File: src/rtl/pwm_pkg.sv
// Shared constants, types and helpers for the PWM timebase family.
// Imported by the PWM top and its prescaler.
package pwm_pkg;

    localparam logic PWM_MODE_EDGE   = 1'b0;
    localparam logic PWM_MODE_CENTER = 1'b1;

    localparam int DEF_NUM_CH  = 4;
    localparam int DEF_CNT_W   = 10;
    localparam int DEF_PRESC_W = 16;

    typedef enum logic {
        DIR_UP   = 1'b0,
        DIR_DOWN = 1'b1
    } pwm_dir_e;

    // Bit offset of channel ch inside the flattened duty bus.
    function automatic int duty_lsb(input int ch, input int cnt_w);
        return ch * cnt_w;
    endfunction

endpackage

File: src/rtl/pwm_prescaler.sv
// Clock-enable generator: tick is high once every prescale+1 clk cycles.
// Held in its start state while disabled, so the first tick follows prescale+1 clks after enable.
module pwm_prescaler
    import pwm_pkg::*;
#(
    parameter int PRESC_W = DEF_PRESC_W
) (
    input  logic               clk,
    input  logic               reset,
    input  logic               enable,
    input  logic [PRESC_W-1:0] prescale,
    output logic               tick
);

    logic [PRESC_W-1:0] presc_cnt;

    // A count beyond a freshly lowered prescale wraps to 0 without a tick.
    always_ff @(posedge clk) begin
        if (reset || !enable) begin
            presc_cnt <= '0;
        end else if (presc_cnt >= prescale) begin
            presc_cnt <= '0;
        end else begin
            presc_cnt <= presc_cnt + 1'b1;
        end
    end

    assign tick = enable && (presc_cnt == prescale);

endmodule

File: src/rtl/pwm_multichannel.sv
// N-channel PWM on one shared timebase: edge/center counting, per-channel polarity,
// and duty/period/mode updates that take effect only at period boundaries.
module pwm_multichannel
    import pwm_pkg::*;
#(
    parameter int NUM_CH  = DEF_NUM_CH,
    parameter int CNT_W   = DEF_CNT_W,
    parameter int PRESC_W = DEF_PRESC_W
) (
    input  logic                    clk,
    input  logic                    reset,
    input  logic                    enable,
    input  logic [PRESC_W-1:0]      prescale,
    input  logic [CNT_W-1:0]        period,
    input  logic                    mode,
    input  logic [NUM_CH*CNT_W-1:0] duty,
    input  logic                    duty_load,
    input  logic [NUM_CH-1:0]       polarity,
    output logic [NUM_CH-1:0]       pwm_out,
    output logic                    period_tick,
    output logic [CNT_W-1:0]        cnt_value
);

    logic             tick;
    logic             at_end;
    logic             boundary;
    logic [CNT_W-1:0] cnt;
    logic [CNT_W-1:0] period_act;
    logic             mode_act;
    pwm_dir_e         dir;
    logic [CNT_W-1:0] duty_in  [NUM_CH];
    logic [CNT_W-1:0] duty_sh  [NUM_CH];
    logic [CNT_W-1:0] duty_act [NUM_CH];
    logic [NUM_CH-1:0] raw;

    pwm_prescaler #(
        .PRESC_W (PRESC_W)
    ) u_prescaler (
        .clk      (clk),
        .reset    (reset),
        .enable   (enable),
        .prescale (prescale),
        .tick     (tick)
    );

    // Center mode ends a period on the down-count step from 1 to 0; a zero period ends every tick.
    always_comb begin
        at_end = 1'b0;
        if (mode_act == PWM_MODE_EDGE) begin
            at_end = (cnt == period_act);
        end else if (period_act == '0) begin
            at_end = 1'b1;
        end else begin
            at_end = (cnt == CNT_W'(1)) && (dir == DIR_DOWN);
        end
    end

    assign boundary  = tick && at_end;
    assign cnt_value = cnt;

    for (genvar i = 0; i < NUM_CH; i++) begin : g_ch
        assign duty_in[i] = duty[duty_lsb(i, CNT_W) +: CNT_W];
        assign raw[i]     = (cnt < duty_act[i]);
    end

    always_ff @(posedge clk) begin
        if (reset) begin
            cnt         <= '0;
            dir         <= DIR_UP;
            period_act  <= '0;
            mode_act    <= PWM_MODE_EDGE;
            pwm_out     <= '0;
            period_tick <= 1'b0;
            for (int i = 0; i < NUM_CH; i++) begin
                duty_sh[i]  <= '0;
                duty_act[i] <= '0;
            end
        end else begin
            if (duty_load) begin
                for (int i = 0; i < NUM_CH; i++) duty_sh[i] <= duty_in[i];
            end

            if (!enable) begin
                cnt         <= '0;
                dir         <= DIR_UP;
                period_act  <= period;
                mode_act    <= mode;
                pwm_out     <= polarity;
                period_tick <= 1'b0;
                for (int i = 0; i < NUM_CH; i++) duty_act[i] <= duty_sh[i];
            end else begin
                pwm_out     <= raw ^ polarity;
                period_tick <= boundary;
                // Boundary reads the pre-load shadow, so a coincident duty_load lands a period later.
                if (boundary) begin
                    cnt        <= '0;
                    dir        <= DIR_UP;
                    period_act <= period;
                    mode_act   <= mode;
                    for (int i = 0; i < NUM_CH; i++) duty_act[i] <= duty_sh[i];
                end else if (tick) begin
                    if (mode_act == PWM_MODE_EDGE) begin
                        cnt <= cnt + CNT_W'(1);
                    end else if (dir == DIR_UP) begin
                        cnt <= cnt + CNT_W'(1);
                        if (cnt + CNT_W'(1) == period_act) dir <= DIR_DOWN;
                    end else begin
                        cnt <= cnt - CNT_W'(1);
                    end
                end
            end
        end
    end

endmodule

File: config.mk
export PLATFORM = sky130hd
export DESIGN_NAME = pwm_multichannel
export DESIGN_NICKNAME = d
export VERILOG_FILES = /design/src/rtl/pwm_pkg.sv /design/src/rtl/pwm_prescaler.sv /design/src/rtl/pwm_multichannel.sv
export SDC_FILE = /design/constraint.sdc
export NUM_CORES = 1
export LEC_CHECK = 0
export CAP_MARGIN = 20
export CORE_MARGIN = 3
export CORE_UTILIZATION = 60
export DETAILED_ROUTE_END_ITERATION = 12
export HOLD_SLACK_MARGIN = 0.08
export PLACE_DENSITY_LB_ADDON = 0.1
export SLEW_MARGIN = 10
export SYNTH_ARGS = -nofsm -noshare
export SYNTH_HDL_FRONTEND = slang
export SYNTH_SLANG_ARGS = --single-unit
File: constraint.sdc
create_clock -name clk -period 7.8 [get_ports clk]
set_input_delay 1.56 -clock clk [delete_from_list [all_inputs] [get_ports clk]]
set_output_delay 1.56 -clock clk [all_outputs]
set_load 0.03 [all_outputs]
---- After elaboration in Yosys (flattened, before gate mapping) ----
Memories as Yosys holds them, arrays and structs flattened.
Cells that the tools add are included.
word-level totals
  RAM bits ................................ 80
  flip-flop bits (word level) ............. 43
  word-level logic and storage cells ...... 81
  memories ................................ 2
memory list
  memory    depth  bits a word  read ports  clocked after memory_dff  wr ports  RTL line                source
  duty_act  4      10           4           0                         4         pwm_multichannel.sv:33  logic [CNT_W-1:0] duty_act [NUM_CH];
  duty_sh   4      10           4           0                         4         pwm_multichannel.sv:32  logic [CNT_W-1:0] duty_sh [NUM_CH];
operators by class
  bitwise logic cells ..................... 14
  eq/ne operators ......................... 5
  $add $sub $neg .......................... 3
  $lt $le $gt $ge ......................... 5
  mux-type cells .......................... 35
  reduce and logical (&&, ||, !) cells .... 10
operators with widths
  kind                     number
  $mux W10                 16
  $lt A10 B10 Y1           4
  $eq A10 B10 Y1           2
  $mux W1                  18
  $add A16 B1 Y16 const B  1
  $eq A16 B16 Y1           1
  $ge A16 B16 Y1           1
  $or A1 B1 Y1             12
  $add A10 B1 Y10 const B  1
  $eq A10 B1 Y1 const B    1
  $logic_not A10 Y1        1
  $sub A10 B1 Y10 const B  1
  $mux W4                  1
  $reduce_or A2 Y1         2
  $xor A4 B4 Y4            1
  $logic_and A1 B1 Y1      3
  $reduce_or A3 Y1         1
  $ne A2 B1 Y1 const B     1
  $reduce_and A2 Y1        1
  $logic_not A1 Y1         1
  $logic_or A1 B1 Y1       1
  $not A1 Y1               1

---- Depth between registers and ports, before layout ----
  depth in word-level cells ............... 10
  gate-level depth with buffers ........... 10
  depth with buffers taken out ............ 8

---- Modules after synthesis ----
A second synthesis with hierarchy kept.
second synthesis, totals
  cell total of the unflattened synthesis .. 634
  area total of the unflattened synthesis .. 6690.2 um2
by module, submodules not included
  module            cells an instance  seq. area each (um2)  instances  area an instance (um2)
  pwm_multichannel  500                2942.8                1          5546.6
  pwm_prescaler     134                320.3                 1          1143.6

---- Least setup slack after synthesis ----
Ideal clock, no wire load.
  kind .................................... input-to-reg
  start ................................... input prescale[13]
  end ..................................... memory duty_act[0][0] in the netlist's numbering (enable)
  required time ........................... 7425 ps
  arrival time ............................ 3516 ps
  slack ................................... 3910 ps
  library setup time ...................... 375 ps
  stages .................................. 9
  path buffers ............................ 2
  path through ............................ inv_1 -> ha_1 -> nand4_1 -> nor4_2 -> nand4bb_4 -> and4b_1 -> buf_6 -> buf_6 -> inv_1
RTL lines
  element      RTL line                source
  from (decl)  pwm_multichannel.sv:13  input logic [PRESC_W-1:0] prescale,
  to (decl)    pwm_multichannel.sv:33

==> results.py <==
metrics = {
    "pwr": {
        "p_clk_frac": 0.453,
        "p_switching_mw": 0.355,
        "p_total_mw": 1.62,
        "ir_worst_vdd_mv": 0.237,
        "p_leak_nw": 3.30,
        "swShare": 0.219,
        "power_frac_comb": 0.085,
        "p_seq_frac": 0.462,
        "intPower_mw": 1.26,
        "power_density_nw_per_um2": 197,
    },
    "drt": {
        "avgRoutedWirePerCell_um": 16.5,
        "route.met2.wl_mm": 7.02,
        "met3_length_mm": 1.10,
        "drtIter0Drc": 280,
        "wl_met1_mm": 5.88,
        "wl_mm": 14.3,
        "vias": 4892,
        "drcViolationCount": 0,
        "first_pass_iters": 9,
        "top_layer": "met4",
        "vias_per_cell": 5.66,
        "drtAntennaViolNets": 0,
    },
    "floorplan": {
        "die_area_um2": 12400,
        "pin_count": 90,
        "start_util": 0.633,
        "fp.dieW_um": 112,
        "core-area_um2": 10600,
        "die_h_um": 112,
        "row_count": 37,
    },
    "timing": {
        "worst_slack_ns": 3.61,
        "min_period_ns": 4.19,
        "relSlewSlack": 0.406,
        "finalCritPeriodShare": 0.537,
        "rsz0062_at_grt": "no",
        "worst_pin_slew_ns": 0.891,
        "slew_violations": 0,
        "fmax_mhz": 239,
        "hold_violations": 0,
        "clock_skew_ns": 0.00813,
        "tns_ns": 0,
        "final-setup-viol-count": 0,
    },
    "synthesis": {
        "yosys.area.top_type": "edfxtp_1",
        "synthArstFlopShare": 0,
        "syn_area_per_cell_um2": 10.6,
        "ys_ff_latch": 123,
        "yosys_warnings": 0,
        "yosys.area.top_type_share": 0.359,
        "ys_top_cells_by_area": "edfxtp_1 (36%), dfxtp_1 (13%), ha_1 (10%)",
        "seq_area_frac_synth": 0.488,
        "synth_flop_cell": "edfxtp_1",
        "synth_edf_count": 80,
        "post-synth-top-count-cell": "and2_1",
        "ys_top_cells_by_count": "and2_1 (84), edfxtp_1 (80), inv_1 (68)",
        "synth_cell_types": 57,
        "syn-cell-area_um2": 6680,
        "synthesis.nets": 761,
        "syn_inst": 630,
    },
    "critical_path": {
        "crit_chain": "clkdlybuf4s50_1 > inv_1 > ha_1 > nand4_1 > nor4_2 > buf_4 > nand4bb_4 > and4b_1 > inv_1",
        "max_stage_delay_ns": 0.64,
        "critPathSlowestCell": "inv_1",
        "cp.depth": 9,
        "reg2regPathDepth": 5,
        "arrival_ns": 4.34,
        "cp_top_family": "buffers and inverters",
        "critPathMaxFanout": 20,
        "end_kind": "flip-flop",
        "crit_top_cell": "inv_1",
        "startpoint_type": "primary input",
        "crit_required_ns": 7.95,
        "path_buf_inv": 4,
        "crit_type": "primary input to flip-flop",
    },
    "global_routing": {
        "grt_pass1_wl_mm": 23.8,
        "gr-total-overflow": 0,
        "grt_use_total": 0.239,
        "grt_max_degree": 52,
        "first_global_vias": 4962,
        "antenna_found_initial": 0,
    },
    "placement": {
        "place.gp.congestion": 0.890,
        "dp_slack_ns": 3.10,
        "place_hpwl_mm": 9.72,
        "postPlaceCellArea_um2": 7620,
        "port_buffers": 89,
    },
    "final_layout": {
        "final_cell_area_um2": 8210,
        "num_antenna_cells": 0,
        "drive_gt1_frac": 0.0672,
        "fillCellCount": 698,
        "syn_to_final_growth_pct": 22.8,
        "fin_nets": 847,
    },
    "clock_tree": {
        "cts.sinks": 123,
        "cts_resized": 0,
        "clock_path_buffers": 2,
        "insertion_delay_ns": 0.53,
        "holdBufCountCts": 0,
        "cts_root_buf": "clkbuf_8",
        "path_clk_slew_ns": 0.05,
        "htreeDepth": 4,
        "cts_tree": "built",
        "cts_setup_buffers": 0,
        "cts_made_buffers": 17,
    },
    "min_path": {
        "min_delay_path_depth": 1,
        "worst_hold_path_type": "flip-flop to flip-flop",
    },
    "outcome": {
        "status": "completed",
    },
    "run": {
        "cap_viol_max_count": 0,
    },
}
[metrics by stage]
stage,std cells,hold WS [ns],util
3_3_place_gp,832,0.465,0.722
5_1_grt,865,0.518,0.778
6_report,865,0.497,0.778
4_1_cts,864,0.490,0.775
3_5_place_dp,832,0.483,0.722
2_1_floorplan,630,0.447,-
[power groups by stage]
| stage | logic [mW] | registers, mW | clock network, mW |
|---|---|---|---|
| floorplan | 0.0740 | 0.759 | 0 |
| global placement | 0.130 | 0.759 | 0 |
| detailed placement | 0.135 | 0.760 | 0 |
| CTS | 0.137 | 0.747 | 0.740 |
| global route | 0.154 | 0.750 | 0.775 |
| finish | 0.138 | 0.747 | 0.732 |
[sequential cells by signal, indices dropped and copies added, names as in the netlist]
name / flops
dir: 1
mode_act: 1
duty_act: 40
u_prescaler.presc_cnt: 16
pwm_out: 4
duty_sh: 40
period_tick: 1
cnt_value: 10
period_act: 10
[final timing paths]
check | endpoint | start | slack [ns]
hold / removal | u_prescaler.presc_cnt[0]$_SDFF_PP0_ | u_prescaler.presc_cnt[0]$_SDFF_PP0_ | 0.50
setup / recovery | duty_act[3][3]$_DFFE_PP_ | prescale[11] | 3.61
hold reg to reg | u_prescaler.presc_cnt[0]$_SDFF_PP0_ | u_prescaler.presc_cnt[0]$_SDFF_PP0_ | 0.50
setup reg to reg | duty_act[3][3]$_DFFE_PP_ | cnt_value[7]$_SDFFE_PP0P_ | 4.57
[layout by cell type (no fill, tap or decap), types with 3 or more instances in the layout]
master and count:
clkdlybuf4s50_1 89, a211oi_1 8, ha_1 56, nor2_1 21
a22o_1 11, o21ai_0 14, and2_1 84, xor2_1 21
inv_1 68, or2_2 3, o211ai_1 9, nand2_1 30
nor4b_1 5, edfxtp_1 80, nand3_1 10, dfxtp_1 43
nor3_1 35, a211o_1 4, buf_4 3, nor4_1 10
o32ai_1 4, clkinvlp_4 4, clkbuf_16 16, xnor2_1 17
nor2b_1 7, o21a_1 8, clkbuf_8 5, nand4_1 8
a21oi_1 12, or4_1 4
[layer usage]
metal,track usage,vias up
li1,-,2396
met1,0.281,2265
met2,0.407,203
met3,0.0848,28
met4,0.0868,0
met5,0,-
[final cells by class]
type / count / area, µm² / area share
flip-flops and latches: 123 / 3260 / 0.398
multi-input cells: 412 / 3010 / 0.367
repair buffers: 93 / 941 / 0.115
well taps: 136 / 170 / 0.0207
clock inverters: 10 / 91.3 / 0.0111
inverters: 69 / 259 / 0.0316
clock buffers: 22 / 473 / 0.0576
[cell families (layout without fill, tap and decap cells)]
family          after synthesis  after routing  share of synthesized area
xor+xnor                     38             38                     0.0498
flops                       123            123                      0.488
compound gates               83             83                     0.0910
buf+inv                      95            194                     0.0612
simple gates                234            234                      0.203
mux                           1              1                    0.00168
fa+ha+maj                    56             56                      0.105
Note: power is estimated with default switching activity, not from simulation.
